`src/rtl/calc_pkg.sv`:
```
// Shared key codes, entry FSM states and operand width for the calculator front end.
package calc_pkg;

    localparam int unsigned OPND_W = 7;

    localparam logic [3:0] KEY_DIGIT_MAX = 4'd9;
    localparam logic [3:0] KEY_ADD       = 4'd10;
    localparam logic [3:0] KEY_SUB       = 4'd11;
    localparam logic [3:0] KEY_MUL       = 4'd12;
    localparam logic [3:0] KEY_CLR       = 4'd13;
    localparam logic [3:0] KEY_EQ        = 4'd14;

    typedef enum logic [1:0] {
        S_OP1    = 2'd0,
        S_OP2    = 2'd1,
        S_RESULT = 2'd2
    } entry_state_t;

    function automatic logic is_digit(input logic [3:0] k);
        return k <= KEY_DIGIT_MAX;
    endfunction

    function automatic logic is_op(input logic [3:0] k);
        return (k >= KEY_ADD) && (k <= KEY_MUL);
    endfunction

endpackage

```
`src/rtl/calc_operand_entry_if.sv`:
```
// Key input and operand/operator output bundle between keypad logic and calculator stage.
interface calc_operand_entry_if;
    import calc_pkg::*;

    logic              modo;
    logic              key_valid;
    logic [3:0]        key_code;
    logic [OPND_W-1:0] In1;
    logic [OPND_W-1:0] In2;
    logic [3:0]        keyboard;
    logic              result_valid;
    logic [1:0]        entry_state;
    logic [1:0]        digit_count;

    modport master (
        output modo, key_valid, key_code,
        input  In1, In2, keyboard, result_valid, entry_state, digit_count
    );

    modport slave (
        input  modo, key_valid, key_code,
        output In1, In2, keyboard, result_valid, entry_state, digit_count
    );

endinterface

```
`src/rtl/calc_digit_acc.sv`:
```
// Decimal operand accumulator: shifts in digits up to MAX_DIGITS, then saturates.
module calc_digit_acc
    import calc_pkg::*;
#(
    parameter int unsigned MAX_DIGITS = 2
) (
    input  logic              clk,
    input  logic              rst_n,
    input  logic              clr_i,
    input  logic              load_i,
    input  logic              digit_en_i,
    input  logic [3:0]        digit_i,
    output logic [OPND_W-1:0] val_o,
    output logic [1:0]        cnt_o
);

    localparam logic [1:0]        CNT_MAX = 2'(MAX_DIGITS);
    localparam logic [OPND_W-1:0] TEN     = OPND_W'(10);

    logic [OPND_W-1:0] val_q, val_d;
    logic [1:0]        cnt_q, cnt_d;
    logic [OPND_W-1:0] digit_ext;

    assign digit_ext = {{(OPND_W-4){1'b0}}, digit_i};

    // Next value: clear beats load beats digit shift; a full operand ignores digits.
    always_comb begin
        val_d = val_q;
        cnt_d = cnt_q;
        if (clr_i) begin
            val_d = '0;
            cnt_d = '0;
        end else if (load_i) begin
            val_d = digit_ext;
            cnt_d = 2'd1;
        end else if (digit_en_i && (cnt_q != CNT_MAX)) begin
            val_d = val_q * TEN + digit_ext;
            cnt_d = cnt_q + 2'd1;
        end
    end

    // Operand and digit-count registers.
    always_ff @(posedge clk or negedge rst_n) begin
        if (!rst_n) begin
            val_q <= '0;
            cnt_q <= '0;
        end else begin
            val_q <= val_d;
            cnt_q <= cnt_d;
        end
    end

    assign val_o = val_q;
    assign cnt_o = cnt_q;

endmodule

```
`src/rtl/calc_operand_entry.sv`:
```
// Keypad operand entry FSM: builds two operands and an operator, launches on equals.
module calc_operand_entry
    import calc_pkg::*;
#(
    parameter int unsigned MAX_DIGITS = 2
) (
    input logic                 clk,
    input logic                 rst_n,
    calc_operand_entry_if.slave bus
);

    entry_state_t state_q, state_d;
    logic [3:0]   op_q, op_d;
    logic [3:0]   kb_q, kb_d;
    logic         rv_q, rv_d;

    logic              accepted;
    logic              clr1, clr2, load1, dig1, dig2;
    logic [OPND_W-1:0] val1, val2;
    logic [1:0]        cnt1, cnt2;

    assign accepted = bus.modo && bus.key_valid;

    // Next-state, operator latch, output strobes and accumulator controls.
    always_comb begin
        state_d = state_q;
        op_d    = op_q;
        kb_d    = (state_q == S_RESULT) ? kb_q : '0;
        rv_d    = 1'b0;
        clr1    = 1'b0;
        clr2    = 1'b0;
        load1   = 1'b0;
        dig1    = 1'b0;
        dig2    = 1'b0;
        if (accepted && (bus.key_code == KEY_CLR)) begin
            state_d = S_OP1;
            op_d    = '0;
            kb_d    = KEY_CLR;
            clr1    = 1'b1;
            clr2    = 1'b1;
        end else begin
            case (state_q)
                S_OP1: begin
                    if (accepted && is_digit(bus.key_code)) begin
                        dig1 = 1'b1;
                    end else if (accepted && is_op(bus.key_code)) begin
                        op_d    = bus.key_code;
                        state_d = S_OP2;
                    end
                end
                S_OP2: begin
                    if (accepted && is_digit(bus.key_code)) begin
                        dig2 = 1'b1;
                    end else if (accepted && is_op(bus.key_code) && (cnt2 == '0)) begin
                        op_d = bus.key_code;
                    end else if (accepted && (bus.key_code == KEY_EQ) && (cnt2 != '0)) begin
                        state_d = S_RESULT;
                        kb_d    = op_q;
                        rv_d    = 1'b1;
                    end
                end
                S_RESULT: begin
                    if (accepted && is_digit(bus.key_code)) begin
                        load1   = 1'b1;
                        clr2    = 1'b1;
                        kb_d    = '0;
                        state_d = S_OP1;
                    end
                end
                default: state_d = S_OP1;
            endcase
        end
    end

    // FSM state, latched operator and output registers.
    always_ff @(posedge clk or negedge rst_n) begin
        if (!rst_n) begin
            state_q <= S_OP1;
            op_q    <= '0;
            kb_q    <= '0;
            rv_q    <= 1'b0;
        end else begin
            state_q <= state_d;
            op_q    <= op_d;
            kb_q    <= kb_d;
            rv_q    <= rv_d;
        end
    end

    calc_digit_acc #(.MAX_DIGITS(MAX_DIGITS)) u_acc1 (
        .clk        (clk),
        .rst_n      (rst_n),
        .clr_i      (clr1),
        .load_i     (load1),
        .digit_en_i (dig1),
        .digit_i    (bus.key_code),
        .val_o      (val1),
        .cnt_o      (cnt1)
    );

    calc_digit_acc #(.MAX_DIGITS(MAX_DIGITS)) u_acc2 (
        .clk        (clk),
        .rst_n      (rst_n),
        .clr_i      (clr2),
        .load_i     (1'b0),
        .digit_en_i (dig2),
        .digit_i    (bus.key_code),
        .val_o      (val2),
        .cnt_o      (cnt2)
    );

    // Operand 2 is always empty while in S_OP1, so the active count is selected by state.
    assign bus.In1          = val1;
    assign bus.In2          = val2;
    assign bus.keyboard     = kb_q;
    assign bus.result_valid = rv_q;
    assign bus.entry_state  = state_q;
    assign bus.digit_count  = (state_q == S_OP1) ? cnt1 : cnt2;

endmodule
```
`src/flat_wrapper.sv`:
```
// flat-port wrapper written by rule: the top's interface ports become plain ports
module calc_operand_entry_flat import calc_pkg::*;
#(
    parameter int unsigned MAX_DIGITS = 2
)
  (clk, rst_n, bus_modo, bus_key_valid, bus_key_code, bus_In1, bus_In2, bus_keyboard, bus_result_valid, bus_entry_state, bus_digit_count);
  calc_operand_entry_if bus_i ();
  input logic clk;
  input logic rst_n;
  input wire logic [$bits(bus_i.modo)-1:0] bus_modo;
  input wire logic [$bits(bus_i.key_valid)-1:0] bus_key_valid;
  input wire logic [$bits(bus_i.key_code)-1:0] bus_key_code;
  output wire logic [$bits(bus_i.In1)-1:0] bus_In1;
  output wire logic [$bits(bus_i.In2)-1:0] bus_In2;
  output wire logic [$bits(bus_i.keyboard)-1:0] bus_keyboard;
  output wire logic [$bits(bus_i.result_valid)-1:0] bus_result_valid;
  output wire logic [$bits(bus_i.entry_state)-1:0] bus_entry_state;
  output wire logic [$bits(bus_i.digit_count)-1:0] bus_digit_count;
  assign bus_i.modo = bus_modo;
  assign bus_i.key_valid = bus_key_valid;
  assign bus_i.key_code = bus_key_code;
  assign bus_In1 = bus_i.In1;
  assign bus_In2 = bus_i.In2;
  assign bus_keyboard = bus_i.keyboard;
  assign bus_result_valid = bus_i.result_valid;
  assign bus_entry_state = bus_i.entry_state;
  assign bus_digit_count = bus_i.digit_count;
  calc_operand_entry #(.MAX_DIGITS(MAX_DIGITS)) u_core (.clk(clk), .rst_n(rst_n), .bus(bus_i));
endmodule
```
`config.mk`:
```
export PLATFORM = sky130hd
export DESIGN_NAME = calc_operand_entry_flat
export DESIGN_NICKNAME = d
export VERILOG_FILES = /design/src/rtl/calc_pkg.sv /design/src/rtl/calc_operand_entry_if.sv /design/src/rtl/calc_digit_acc.sv /design/src/rtl/calc_operand_entry.sv /design/src/flat_wrapper.sv
export SDC_FILE = /design/constraint.sdc
export NUM_CORES = 1
export LEC_CHECK = 0
export CAP_MARGIN = 20
export CORE_MARGIN = 3
export CORE_UTILIZATION = 25
export CTS_BUF_LIST = sky130_fd_sc_hd__clkbuf_8
export CTS_CLUSTER_DIAMETER = 80
export DETAILED_ROUTE_END_ITERATION = 8
export DONT_BUFFER_PORTS = 1
export GPL_ROUTABILITY_DRIVEN = 0
export GPL_TIMING_DRIVEN = 0
export PLACE_DENSITY = 0.37
export SETUP_SLACK_MARGIN = 0.5
export SYNTH_ARGS = -nofsm -noshare
export SYNTH_HDL_FRONTEND = slang
export SYNTH_SLANG_ARGS = --single-unit
```
`constraint.sdc`:
```
create_clock -name clk -period 2.45 [get_ports clk]
set_input_delay 0.49 -clock clk [delete_from_list [all_inputs] [get_ports clk]]
set_output_delay 0.49 -clock clk [all_outputs]
set_load 0.005 [all_outputs]
```
==> impl_metrics.tcl, run 1 <==
set metrics [dict create \
    fin_skew_ns 0.00821 \
    setup_viol 0 \
    grt_pass1_wl_um 8060 \
    p_seq_share_pct 30.8 \
    synth_ff_type "dfrtp_1" \
    area_growth_pct 18.6 \
    vias 1435 \
    cts_root_buf "clkbuf_8" \
    avgSynthCellArea_um2 10.7 \
    ir_drop_mv 0.319 \
    drt_first_pass_iters 4 \
    final_util_pct 31.2 \
    end_kind "flop" \
    n_antenna_cell 0 \
    max_stage_delay_ns 0.48 \
    ys_seq_elements 29 \
    drc_errors 0 \
    setup_tns_ns 0 \
    start_util_pct 26.3 \
    core_um2 7450 \
    leakage_nw 1.03 \
    power_frac_comb_pct 53.4 \
    p_switching_w 0.00115 \
    insertion_delay_ns 0.28 \
    routedWlPerCell_um 16.9 \
    worstPathArrival_ns 2.30 \
    fin_nets 226 \
    hold_class "in2async" \
    rsz0062_at_grt "yes" \
    min_period_ns 2.12 \
    max_freq_mhz 471 \
    swShare_pct 40.3 \
    drtIter0Drc 47 \
    timing.slew.headroom_pct 61.2 \
    status "completed" \
    grt_pass1_vias 1531 \
    hold_viol_final 0 \
    async_reset_ff_share_pct 100 \
    grt_max_degree 30 \
    post-place-ws_ns 0.183 \
    max_cap_viol_count 0 \
    total_power_w 0.00286 \
    instances_no_fill 294 \
    syn_area_um2 1960 \
    slowest_stage "fa_1" \
    worst_slew_pin_slew_ns 0.577 \
    yosysUniqueCellTypes 47 \
    path_clk_slew_ns 0.07 \
    internal_power_w 0.00171 \
    nFillCells 809 \
    io_buffers 0 \
    fin_ws_ns 0.326 \
    drt-total-wl_um 4970 \
    antenna_found_initial 0 \
    dp_hpwl_um 3560 \
    synth_edf_count 0 \
    yosysSeqAreaShare_pct 37.0 \
    fin_crit_sh_pct 86.7 \
    syn_nets 216 \
    powerDensity_nw_per_um2 1230 \
    cts_buffers 5 \
    cts_tree "built" \
    critPathMaxFanout 4 \
    via_per_inst 4.88 \
    dieArea_um2 8940 \
    die_w_um 94.6 \
    path_cells "ha_4 -> ha_4 -> inv_2 -> fa_1 -> nand3b_1 -> o21ai_2 -> xnor2_2 -> mux2i_1 -> nor2_1" \
    grt_usage_pct 11.9 \
    h-tree-depth 2 \
    netlist_instances 184 \
    grt_overflow 0 \
    antenna_left 0 \
    pwr-share-clk_pct 15.7 \
    crit_top_cell "ha_4" \
    worstSetupPathType "reg2reg" \
    maxSlewViolCount 0 \
    drive_gt1_share_pct 27.2 \
    die_h_um 94.6 \
    critPathLaunchType "flop" \
    num_rows 31 \
    synth_warnings 0 \
    critPathRequiredTime_ns 2.62 \
    numPlacedInstances 283 \
    clock-sinks 29 \
    cts.path.max_buffers 2 \
    boundaryPins 31 \
]
-- registers in the layout (all words and copies together), names as in the netlist --
name and flops:
u_core.bus.entry_state 2, u_core.bus.keyboard 4, u_core.bus.result_valid 1, u_core.op_q 4
u_core.u_acc1.cnt_o 2, u_core.u_acc1.val_o 7, u_core.u_acc2.cnt_o 2, u_core.u_acc2.val_o 7
-- final timing paths --
kind                                   startpoint                 endpoint  slack (ns)  depth (start not counted)
max                        u_core.u_acc1.val_o[3]   u_core.u_acc1.val_o[6]        0.33                          9
min                                         rst_n  u_core.bus.result_valid        0.02                          1
max reg2reg                u_core.u_acc1.val_o[3]   u_core.u_acc1.val_o[6]        0.33                          9
min reg2reg                        u_core.op_q[2]           u_core.op_q[2]        0.49                          1
max in group asynchronous                   rst_n   u_core.u_acc2.val_o[3]        2.24                          1
min in group clk                  bus_key_code[0]   u_core.u_acc2.val_o[0]        0.35                          1
-- what timing repair did --
item                                    CTS  global route
gates resized for setup                  13            11
endpoints found under the setup margin    5            20
endpoints found under the hold margin    29             0
pin swaps                                11             9
buffers inserted                          1             1
hold buffers                              1             0
-- synthesized netlist by cell type (5+ instances only) --
cell     instances  area (µm²)
xnor2_1          9        78.8
dfrtp_1         29         726
nor2_1          11        41.3
o21ai_0          6        30.0
xor2_1           5        43.8
inv_1           17        63.8
a22o_1           8        70.1
mux2i_1          6        60.1
a21oi_1         11        55.1
nor2b_1          5        31.3
nand2_1          7        26.3
ha_1            20         250
-- cell usage in the layout, fill, tap and decap left out, types with 3 or more instances in the layout --
cell	synthesis	routed
xnor2_1	9	8
a22o_1	8	8
inv_2	1	4
buf_4	0	3
mux2i_1	6	5
nor2_1	11	10
nand2_1	7	6
inv_1	17	14
a21o_1	3	3
ha_1	20	15
fa_1	4	3
nor2b_1	5	5
dfrtp_2	0	5
ha_4	0	5
o21ai_0	6	5
clkbuf_8	0	7
nand4_1	3	3
xor2_1	5	5
a21oi_1	11	11
dfrtp_1	29	24
-- power by group through the flow --
| stage | Combinational, W | Clock [W] | Sequential (W) |
|---|---|---|---|
| 2_1_floorplan | 0.00107 | 0 | 0.000802 |
| 3_3_place_gp | 0.00126 | 0 | 0.000870 |
| 3_5_place_dp | 0.00130 | 0 | 0.000874 |
| 4_1_cts | 0.00144 | 0.000466 | 0.000888 |
| 5_1_grt | 0.00172 | 0.000490 | 0.000912 |
| 6_report | 0.00153 | 0.000449 | 0.000881 |
-- routing by layer --
layer	global-route usage, %	vias to the layer above	part of all wire [%]
met3	3.82	10	5.8
met1	15.0	723	45
li1	-	668	-
met4	3.85	0	1.7
met2	19.1	34	48
met5	0	-	0
-- area by class of cell --
class	count	area, µm²	area share [%]
Timing Repair Buffer	3	35.0	1.51
Multi-Input combinational cell	133	1230	52.9
Sequential cell	29	732	31.5
Buffer	4	35.0	1.51
Tap cell	99	124	5.33
Clock buffer	7	96.3	4.14
Inverter	18	67.6	2.90
Clock inverter	1	5.00	0.215
-- stage by stage --
stage / instance area, µm² / hold slack (ns)
after CTS: 2280 / 0.0229
after global routing: 2330 / 0.0259
after detailed placement: 2090 / 0.195
after floorplan: 1970 / 0.194
final: 2330 / 0.0229
after global placement: 2090 / 0.195
-- critical path, delay by kind of cell (launching register included) --
family | cells | cell delay, ns
DFF | 1 | 0.47
muxes | 1 | 0.13
and+or+nand+nor | 2 | 0.24
xor gates and xnor gates | 1 | 0.07
buffers and inverters | 1 | 0.03
adders and majority gates | 3 | 0.89
AOI/OAI and AO/OA | 1 | 0.18
-- logic make-up after synthesis --
family                     Yosys count  share of synthesized area [%]
and+or+nand+nor                     47                           16.0
DFF                                 29                           37.0
xor gates and xnor gates            14                           6.25
muxes                                8                           4.21
AOI/OAI and AO/OA                   40                           14.9
adders and majority gates           24                           16.8
buffers and inverters               22                           4.79
(Power assumes the default switching activity.)
==> run 2: changes to the inputs <==
CAP_MARGIN = default   (was 20)
CORE_UTILIZATION = 40   (was 25)
MAX_ROUTING_LAYER = met4   (was default)
PLACE_DENSITY = 0.53   (was 0.37)
==> run 2 against run 1 <==
Effect of this change: final cell count is 11% lower; non-clock buffer count is 2 higher; clock skew is 0.0033 ns higher; flip-flop and latch count stayed put; largest power group unchanged; critical path type unchanged; clock power is 16% higher.
==> impl_metrics.tcl, run 2 (same netlist as run 1, synthesis figures left out) <==
set metrics [dict create \
    insertion_delay_ns 0.29 \
    total_power_w 0.00288 \
    swShare_pct 38.6 \
    via_per_inst 5.22 \
    maxSlewViolCount 0 \
    layout_commonest_cell "dfrtp_1" \
    drtIter0Drc 58 \
    start_util_pct 43.2 \
    hold_class "in2async" \
    path_clk_slew_ns 0.07 \
    die_h_um 76.0 \
    cts_buffers 5 \
    grt_pass1_vias 1490 \
    io_buffers 0 \
    fin_nets 228 \
    drive_gt1_share_pct 25.9 \
    grt_overflow 0 \
    dp_hpwl_um 3230 \
    cts_root_buf "clkbuf_8" \
    n_antenna_cell 0 \
    antenna_left 0 \
    hold_viol_final 0 \
    power_frac_comb_pct 51.6 \
    fin_crit_sh_pct 86.4 \
    powerDensity_nw_per_um2 1250 \
    ir_drop_mv 0.559 \
    timing.slew.headroom_pct 62.1 \
    antenna_found_initial 0 \
    boundaryPins 31 \
    max_freq_mhz 472 \
    clock-sinks 29 \
    die_w_um 76.0 \
    worst_slew_pin_slew_ns 0.567 \
    worstPathArrival_ns 2.34 \
    h-tree-depth 2 \
    rsz0062_at_grt "yes" \
    routedWlPerCell_um 16.3 \
    area_growth_pct 17.2 \
    worstSetupPathType "reg2reg" \
    critPathMaxFanout 5 \
    layout_common_cells "dfrtp_1 (25), inv_1 (15), ha_1 (15), a21oi_1 (11), nor2_1 (10)" \
    drc_errors 0 \
    setup_viol 0 \
    p_switching_w 0.00111 \
    core_um2 4530 \
    vias 1367 \
    min_period_ns 2.12 \
    grt_pass1_wl_um 7530 \
    fin_skew_ns 0.0115 \
    end_kind "flop" \
    cts.path.max_buffers 2 \
    critPathRequiredTime_ns 2.67 \
    num_rows 24 \
    status "completed" \
    max_cap_viol_count 0 \
    setup_tns_ns 0 \
    p_seq_share_pct 30.3 \
    cts_tree "built" \
    grt_usage_pct 16.9 \
    drt-total-wl_um 4280 \
    leakage_nw 1.04 \
    critPathLaunchType "flop" \
    dieArea_um2 5780 \
    grt_max_degree 30 \
    drt_first_pass_iters 4 \
    pwr-share-clk_pct 18.1 \
    internal_power_w 0.00177 \
]
run 2: worst paths after layout:
path,cells past startpoint,end,start,slack (ns)
setup / recovery,9,u_core.u_acc1.val_o[6],u_core.u_acc1.val_o[1],0.33
hold / removal,1,u_core.u_acc1.cnt_o[1],rst_n,0.02
setup reg to reg,9,u_core.u_acc1.val_o[6],u_core.u_acc1.val_o[1],0.33
hold reg to reg,1,u_core.op_q[3],u_core.op_q[3],0.49
max in group asynchronous,1,u_core.u_acc2.val_o[1],rst_n,2.26
min in group clk,1,u_core.u_acc2.val_o[0],bus_key_code[0],0.34
run 2: layout make-up:
type / count / area [µm²]
inverters: 18 / 67.6
clock inverters: 2 / 37.5
fillers: 410 / 2240
multi-input cells: 133 / 1210
clock buffers: 6 / 82.6
plain buffers: 4 / 32.5
well taps: 65 / 81.3
repair buffers: 5 / 53.8
flip-flops and latches: 29 / 731
run 2: per-stage QoR:
stage	area [µm²]	hold slack, ns	utilization, %	cells	worst slack, ns
2_1_floorplan	1970	0.194	-	184	0.416
3_3_place_gp	2050	0.195	45.3	249	0.262
3_5_place_dp	2050	0.195	45.3	249	0.190
4_1_cts	2260	0.0175	49.8	259	0.246
5_1_grt	2300	0.0176	50.7	262	0.217
6_report	2300	0.0169	50.7	262	0.333
run 2: metal layers:
layer | global-route usage [%] | vias to the layer above | wire length (µm)
met5 | - | - | 0
met4 | 4.89 | 0 | 52
met3 | 5.20 | 6 | 238
met2 | 27.2 | 28 | 2100
met1 | 20.5 | 660 | 1890
li1 | - | 673 | -
run 2: worst max-delay path, cell delays in order (launching register included):
cell and delay (ns):
dfrtp_2 0.47, ha_4 0.29, ha_4 0.11, inv_2 0.03, fa_1 0.48, nand3b_1 0.21
o21ai_2 0.15, xnor2_1 0.14, mux2i_1 0.09, nor2_1 0.08
run 2: power groups by stage:
stage                     sequential [W]  combinational [W]  clock (W)
after floorplan                 0.000802            0.00107          0
after global placement          0.000860            0.00123          0
after detailed placement        0.000868            0.00129          0
after CTS                       0.000880            0.00142   0.000533
after global routing            0.000899            0.00170   0.000560
final                           0.000871            0.00149   0.000521
run 2: what timing repair did:
| item | CTS | global route |
|---|---|---|
| setup endpoints to repair | 3 | 17 |
| setup buffers | 1 | 3 |
| hold endpoints to repair | 29 | 0 |
| gates resized for setup | 11 | 7 |
| pin swaps | 12 | 9 |
| hold buffers | 1 | 0 |
